### src/rtl/imm_ext_pipe.sv
//------------------------------------------------------------------------------
// Module      : imm_ext_pipe
// Description : RISC-V immediate extraction stage with a two-entry
//               (main + skid) valid/ready output buffer. in_ready comes
//               straight from the skid valid flop, so there is no
//               combinational path from out_ready to in_ready.
//               Optional macro IMM_ILLEGAL_CHK_EN adds an out_illegal flag
//               that travels with each entry.
// Revision    : 1.0 - initial release
//------------------------------------------------------------------------------
`default_nettype none

module imm_ext_pipe #(
  parameter int              XLEN    = 32,   // 32 or 64 only
  parameter logic [XLEN-1:0] RST_IMM = '0
) (
  input  logic            clk,
  input  logic            rst,
  input  logic            flush,
  input  logic            in_valid,
  output logic            in_ready,
  input  logic [31:0]     instr,
  input  logic [2:0]      imm_src,
  output logic            out_valid,
  input  logic            out_ready,
  output logic [XLEN-1:0] imm_ext
`ifdef IMM_ILLEGAL_CHK_EN
  ,
  output logic            out_illegal
`endif
);

  localparam logic [2:0] C_SRC_I     = 3'b000;
  localparam logic [2:0] C_SRC_S     = 3'b001;
  localparam logic [2:0] C_SRC_B     = 3'b010;
  localparam logic [2:0] C_SRC_J     = 3'b011;
  localparam logic [2:0] C_SRC_U     = 3'b100;
  localparam logic [2:0] C_SRC_SHAMT = 3'b101;
  localparam logic [2:0] C_SRC_CSR   = 3'b110;

  logic            r_main_valid;
  logic            r_skid_valid;
  logic [XLEN-1:0] r_main_data;
  logic [XLEN-1:0] r_skid_data;
  logic [XLEN-1:0] w_imm;
  logic            w_accept;
  logic            w_drain;

`ifdef IMM_ILLEGAL_CHK_EN
  logic r_main_ill;
  logic r_skid_ill;
  logic w_illegal;

  // Reserved format, or a 32-bit shift amount with bit 5 set, is illegal
  assign w_illegal = (imm_src == 3'b111) ||
                     ((imm_src == C_SRC_SHAMT) && (XLEN == 32) && instr[25]);
  assign out_illegal = r_main_ill;
`endif

  // Flush has priority in the sequential block, so accept ignores it here
  assign w_accept  = in_valid && !r_skid_valid;
  assign w_drain   = r_main_valid && out_ready;
  assign in_ready  = !r_skid_valid;
  assign out_valid = r_main_valid;
  assign imm_ext   = r_main_data;

  // Immediate decode; signed size casts perform the sign extension to XLEN
  always_comb begin
    w_imm = '0;
    case (imm_src)
      C_SRC_I: w_imm = XLEN'($signed(instr[31:20]));
      C_SRC_S: w_imm = XLEN'($signed({instr[31:25], instr[11:7]}));
      C_SRC_B: w_imm = XLEN'($signed({instr[31], instr[7], instr[30:25],
                                      instr[11:8], 1'b0}));
      C_SRC_J: w_imm = XLEN'($signed({instr[31], instr[19:12], instr[20],
                                      instr[30:21], 1'b0}));
      C_SRC_U: w_imm = XLEN'($signed({instr[31:12], 12'h000}));
      C_SRC_SHAMT: begin
        if (XLEN == 64) w_imm = XLEN'(instr[25:20]);
        else            w_imm = XLEN'(instr[24:20]);
      end
      C_SRC_CSR: w_imm = XLEN'(instr[19:15]);
      default:   w_imm = '0;
    endcase
  end

  // Main/skid buffer: skid refills main first; otherwise a new entry goes to
  // main when it is free or draining, else parks in skid
  always_ff @(posedge clk or posedge rst) begin
    if (rst) begin
      r_main_valid <= 1'b0;
      r_skid_valid <= 1'b0;
      r_main_data  <= RST_IMM;
      r_skid_data  <= '0;
`ifdef IMM_ILLEGAL_CHK_EN
      r_main_ill   <= 1'b0;
      r_skid_ill   <= 1'b0;
`endif
    end else if (flush) begin
      // Only valid state is cleared; data registers keep their contents
      r_main_valid <= 1'b0;
      r_skid_valid <= 1'b0;
`ifdef IMM_ILLEGAL_CHK_EN
      r_main_ill   <= 1'b0;
      r_skid_ill   <= 1'b0;
`endif
    end else if (!r_main_valid || w_drain) begin
      if (r_skid_valid) begin
        r_main_valid <= 1'b1;
        r_main_data  <= r_skid_data;
        r_skid_valid <= 1'b0;
`ifdef IMM_ILLEGAL_CHK_EN
        r_main_ill   <= r_skid_ill;
`endif
      end else if (w_accept) begin
        r_main_valid <= 1'b1;
        r_main_data  <= w_imm;
`ifdef IMM_ILLEGAL_CHK_EN
        r_main_ill   <= w_illegal;
`endif
      end else begin
        r_main_valid <= 1'b0;
      end
    end else if (w_accept) begin
      r_skid_valid <= 1'b1;
      r_skid_data  <= w_imm;
`ifdef IMM_ILLEGAL_CHK_EN
      r_skid_ill   <= w_illegal;
`endif
    end
  end

endmodule

`default_nettype wire

### config.mk
export PLATFORM = sky130hd
export DESIGN_NAME = imm_ext_pipe
export DESIGN_NICKNAME = d
export VERILOG_FILES = /design/src/rtl/imm_ext_pipe.sv
export SDC_FILE = /design/constraint.sdc
export NUM_CORES = 1
export LEC_CHECK = 0
export CAP_MARGIN = 20
export CORE_MARGIN = 3
export CORE_UTILIZATION = 45
export DETAILED_ROUTE_END_ITERATION = 8
export PLACE_DENSITY = 0.76
export SLEW_MARGIN = 20
export SYNTH_ARGS = -nofsm -noshare
export SYNTH_HDL_FRONTEND = slang
export SYNTH_SLANG_ARGS = --single-unit
### constraint.sdc
create_clock -name clk -period 2.1 [get_ports clk]
set_input_delay 0.42 -clock clk [delete_from_list [all_inputs] [get_ports clk]]
set_output_delay 0.42 -clock clk [all_outputs]
set_load 0.02 [all_outputs]
After elaboration in Yosys (flattened, before gate mapping). Cells that the tools add are included. Widths: inputs -> output; s select.

Bits in registers: 66. Input bits: 40. Bits in latches: 0. Memories: 0. Word-level logic and storage cells: 33. RAM bits: 0. ROM bits: 0.

$lt $le $gt $ge: 0. Reductions and logical operators: 11. Shifts and indexed selects: 0. Equality and inequality tests: 6. $add $sub $neg: 0. Divide/modulo/power cells: 0. Multipliers: 0. Bitwise operators: 2. Muxes and demuxes: 10.

Operators with widths (number): $pmux 32 s7 (1); $mux 32 (2); $eq 3x3->1 const B (3); $mux 1 (7); $eq 3x2->1 const B (2); $reduce_and 3->1 (2); $reduce_bool 2->1 (2); $eq 3x1->1 const B (1); $logic_not 3->1 (1); $reduce_bool 3->1 (1); $logic_and 1x1->1 (2); $logic_not 1->1 (2); $not 1->1 (2); $logic_or 1x1->1 (1).

Logic depth before layout (Yosys ltp).
Depth in word-level cells: 6. Gate-level depth with buffers: 7. Depth with buffers taken out: 4.

Worst setup path after synthesis. Ideal clock, no wire load.

Path type: register -> register. Start: register r_main_valid (netlist: out_valid). End: register r_main_data[10] (netlist: imm_ext[10]). Arrival time: 1.533 ns. Clock period less this slack: 1.657 ns. Path slack: 0.443 ns. Setup time: 0.125 ns. Cell stages (with the launch flop): 5. Required time: 1.975 ns. Cells stage by stage: dfrtp_1 -> nor2b_1 -> nor3_2 -> buf_2 -> mux2_2.

Longest elaborated chain between the ends: 3. Elaborated cells between the ends (all ways): 4.

RTL lines: start, declared (line 41) `logic r_main_valid;`; start signal, assigned (line 91) `r_main_valid <= 1'b0;`; start signal, assigned (line 101) `r_main_valid <= 1'b0;`; start signal, assigned (line 109) `r_main_valid <= 1'b1;`; $logic_not 1->1 or $logic_and 1x1->1 (tied branches) (line 107, 62); $logic_or 1x1->1 (*) (line 107) `end else if (!r_main_valid || w_drain) begin`; $reduce_and 3->1 (no line) (*); end signal, assigned (line 110) `r_main_data <= r_skid_data;`; end signal, assigned (line 117) `r_main_data <= w_imm;`; end, declared (line 43) `logic [XLEN-1:0] r_main_data;`.

Every way passes the cells marked *; elsewhere a longest branch is shown, timed or not. A chain may end at the register's enable or synchronous reset.

Final worst setup path.
Start: register r_skid_valid. End: output port in_ready.

Longest elaborated chain between the ends: 1.

RTL lines: start, declared (line 42) `logic r_skid_valid;`; start signal, assigned (line 92) `r_skid_valid <= 1'b0;`; start signal, assigned (line 102) `r_skid_valid <= 1'b0;`; start signal, assigned (line 111) `r_skid_valid <= 1'b0;`; $logic_not 1->1 (line 63) `assign in_ready = !r_skid_valid;`; end, declared (line 21) `output logic in_ready,`.

Every way passes these cells.

==> flow_metrics.tcl <==
set metrics [dict create \
    fin_skew_ns 0.00425 \
    cts_resized 0 \
    row_count 30 \
    design_area_um2 4360 \
    drtIter0Drc 121 \
    nFillCells 597 \
    vias 2795 \
    worst_ep_required_time_ns 1.68 \
    holdWs_ns 0.448 \
    ys_types 32 \
    grt_usage 0.205 \
    vdd.ir_drop.worst_mv 0.535 \
    core_area_um2 6910 \
    gp_congestion 0.819 \
    synth_area_um2 3270 \
    worstSetupStartpointType "flop" \
    design_power_total_mw 3.53 \
    report.final.slew_viol_count 0 \
    grt_setup_unrepaired "false" \
    routed_wl_um 7920 \
    power_density_nw_per_um2 811 \
    multi_input_comb_area_um2 1500 \
    finalHoldViolCount 0 \
    drt-vias-per-instance 5.33 \
    cp-end-kind "output pin" \
    stdcell_count 524 \
    syn_area_per_cell_um2 9.33 \
    cts_hold_buf 0 \
    dpl_cell_area_um2 4160 \
    drcViolationCount 0 \
    io_pins 74 \
    setup_tns_ns 0 \
    ys_ff_latch 66 \
    place_hpwl_um 5480 \
    die_h_um 91.3 \
    wl_per_cell_um 15.1 \
    min_period_ns 2.00 \
    syn_nets 391 \
    grt_pass1_vias 2776 \
    utilization 0.631 \
    root_buffer "clkbuf_8" \
    port_buffers 66 \
    htree_levels 3 \
    min_path_type "in -> async" \
    ys_warn_count 0 \
    grt_max_degree 67 \
    regArea_um2 1650 \
    syn_to_final_growth_pct 33.0 \
    clk_latency_ns 0.34 \
    drv_cap 0 \
    cts_buffers 9 \
    drive_gt1_frac 0.171 \
    relSlewSlack 0.482 \
    nets 463 \
    critical_path.max_fanout 10 \
    setup_viol 0 \
    dp_slack_ns -0.157 \
    chipWidth_um 91.3 \
    worst_pin_slew_ns 0.775 \
    cts_num_sinks 66 \
    dr.pass1.iters 4 \
    ys_seq_area_frac 0.504 \
    die_area_um2 8340 \
    max_freq_mhz 499 \
    ant_nets 0 \
    clkTransAtPathRegs_ns 0.07 \
    post-route-period-util 0.954 \
    crit_arrival_ns 1.58 \
    fin_ws_ns 0.0965 \
    final_cell_mix "dfrtp_1, clkdlybuf4s50_1, nand2_1" \
    num_antenna_cells 0 \
    r2r_start "r_skid_valid" \
    cts.path.max_buffers 2 \
    initial_core_util 0.474 \
    outcome "finished clean" \
    synthCells 351 \
    grt-ovfl-total 0 \
    cts_tree "done" \
    cp-startpoint "r_skid_valid" \
    grt_antenna_before_repair 0 \
    power.leakage_nw 1.82 \
    grt_pass1_wl_um 13500 \
    place.detailed.instances 508 \
    critPathKind "reg -> out" \
    post_cts_buffers 0 \
]
logic make-up after synthesis:
kind of cell	after synthesis	synth area share
simple gates	125	0.179
compound gates	99	0.173
flops	66	0.504
buf+inv	31	0.0397
mux	29	0.0982
xor+xnor	1	0.00497
path summary, 6_finish.rpt:
| check | depth (start not counted) | endpoint | slack, ns |
|---|---|---|---|
| min reg2reg | 2 | r_skid_data[30] | 0.49 |
| min in group clk | 2 | r_skid_data[30] | 0.49 |
| max | 2 | in_ready | 0.1 |
| max reg2reg | 5 | imm_ext[11] | 0.42 |
| min | 3 | r_skid_data[28] | 0.45 |
| max in group asynchronous | 3 | imm_ext[26] | 1.35 |
cell usage after synthesis:
cell,number,area [µm²]
dfrtp_1,66,1650
nand2_1,65,244
o21ai_0,46,230
a21oi_1,29,145
mux2_2,25,282
nand3_1,21,105
clkbuf_1,17,63.8
nor2_1,11,41.3
buf_2,10,50.1
nand2b_1,9,56.3
o211ai_1,9,67.6
nand3b_1,8,60.1
a22oi_1,4,30.0
mux2i_1,4,40.0
o211ai_2,4,50.1
o21ai_1,4,20.0
nor2b_1,3,18.8
inv_1,2,7.51
a211oi_1,1,7.51
a221o_1,1,10.0
and2b_1,1,7.51
and3_1,1,6.26
and4b_1,1,10.0
buf_1,1,3.75
clkbuf_2,1,5.00
nor3_1,1,5.00
nor3_2,1,10.0
nor3b_1,1,7.51
nor4b_1,1,8.76
o21a_1,1,7.51
or3_1,1,6.26
xor2_2,1,16.3
flip-flops by register name, indices dropped and copies added (netlist names):
register and cells:
imm_ext 32, out_valid 1, r_skid_data 32, r_skid_valid 1
where the power goes:
part / leakage [nW] / switching (mW) / internal [mW]
clock: 0.0873 / 0.495 / 0.542
sequential: 0.856 / 0.120 / 1.49
combinational: 0.880 / 0.444 / 0.438
per-layer routing:
layer | vias up | global-route usage | wire length (µm)
met5 | - | 0 | 0
met4 | 0 | 0.0628 | 74
met3 | 6 | 0.0605 | 424
met2 | 75 | 0.329 | 3970
met1 | 1344 | 0.268 | 3450
li1 | 1370 | - | -
worst max-delay path, cell delays in order (launching register included):
cell and delay (ns):
dfrtp_1 0.52, inv_1 0.12, clkdlybuf4s50_1 0.60
cell type report:
type	count	share of cell area
Clock buffer	9	0.0284
Inverter	2	0.00172
Clock inverter	7	0.0161
Timing Repair Buffer	90	0.202
Sequential cell	66	0.379
Tap cell	96	0.0276
Multi-Input combinational cell	254	0.345
Power figures use the tool's default switching activity.
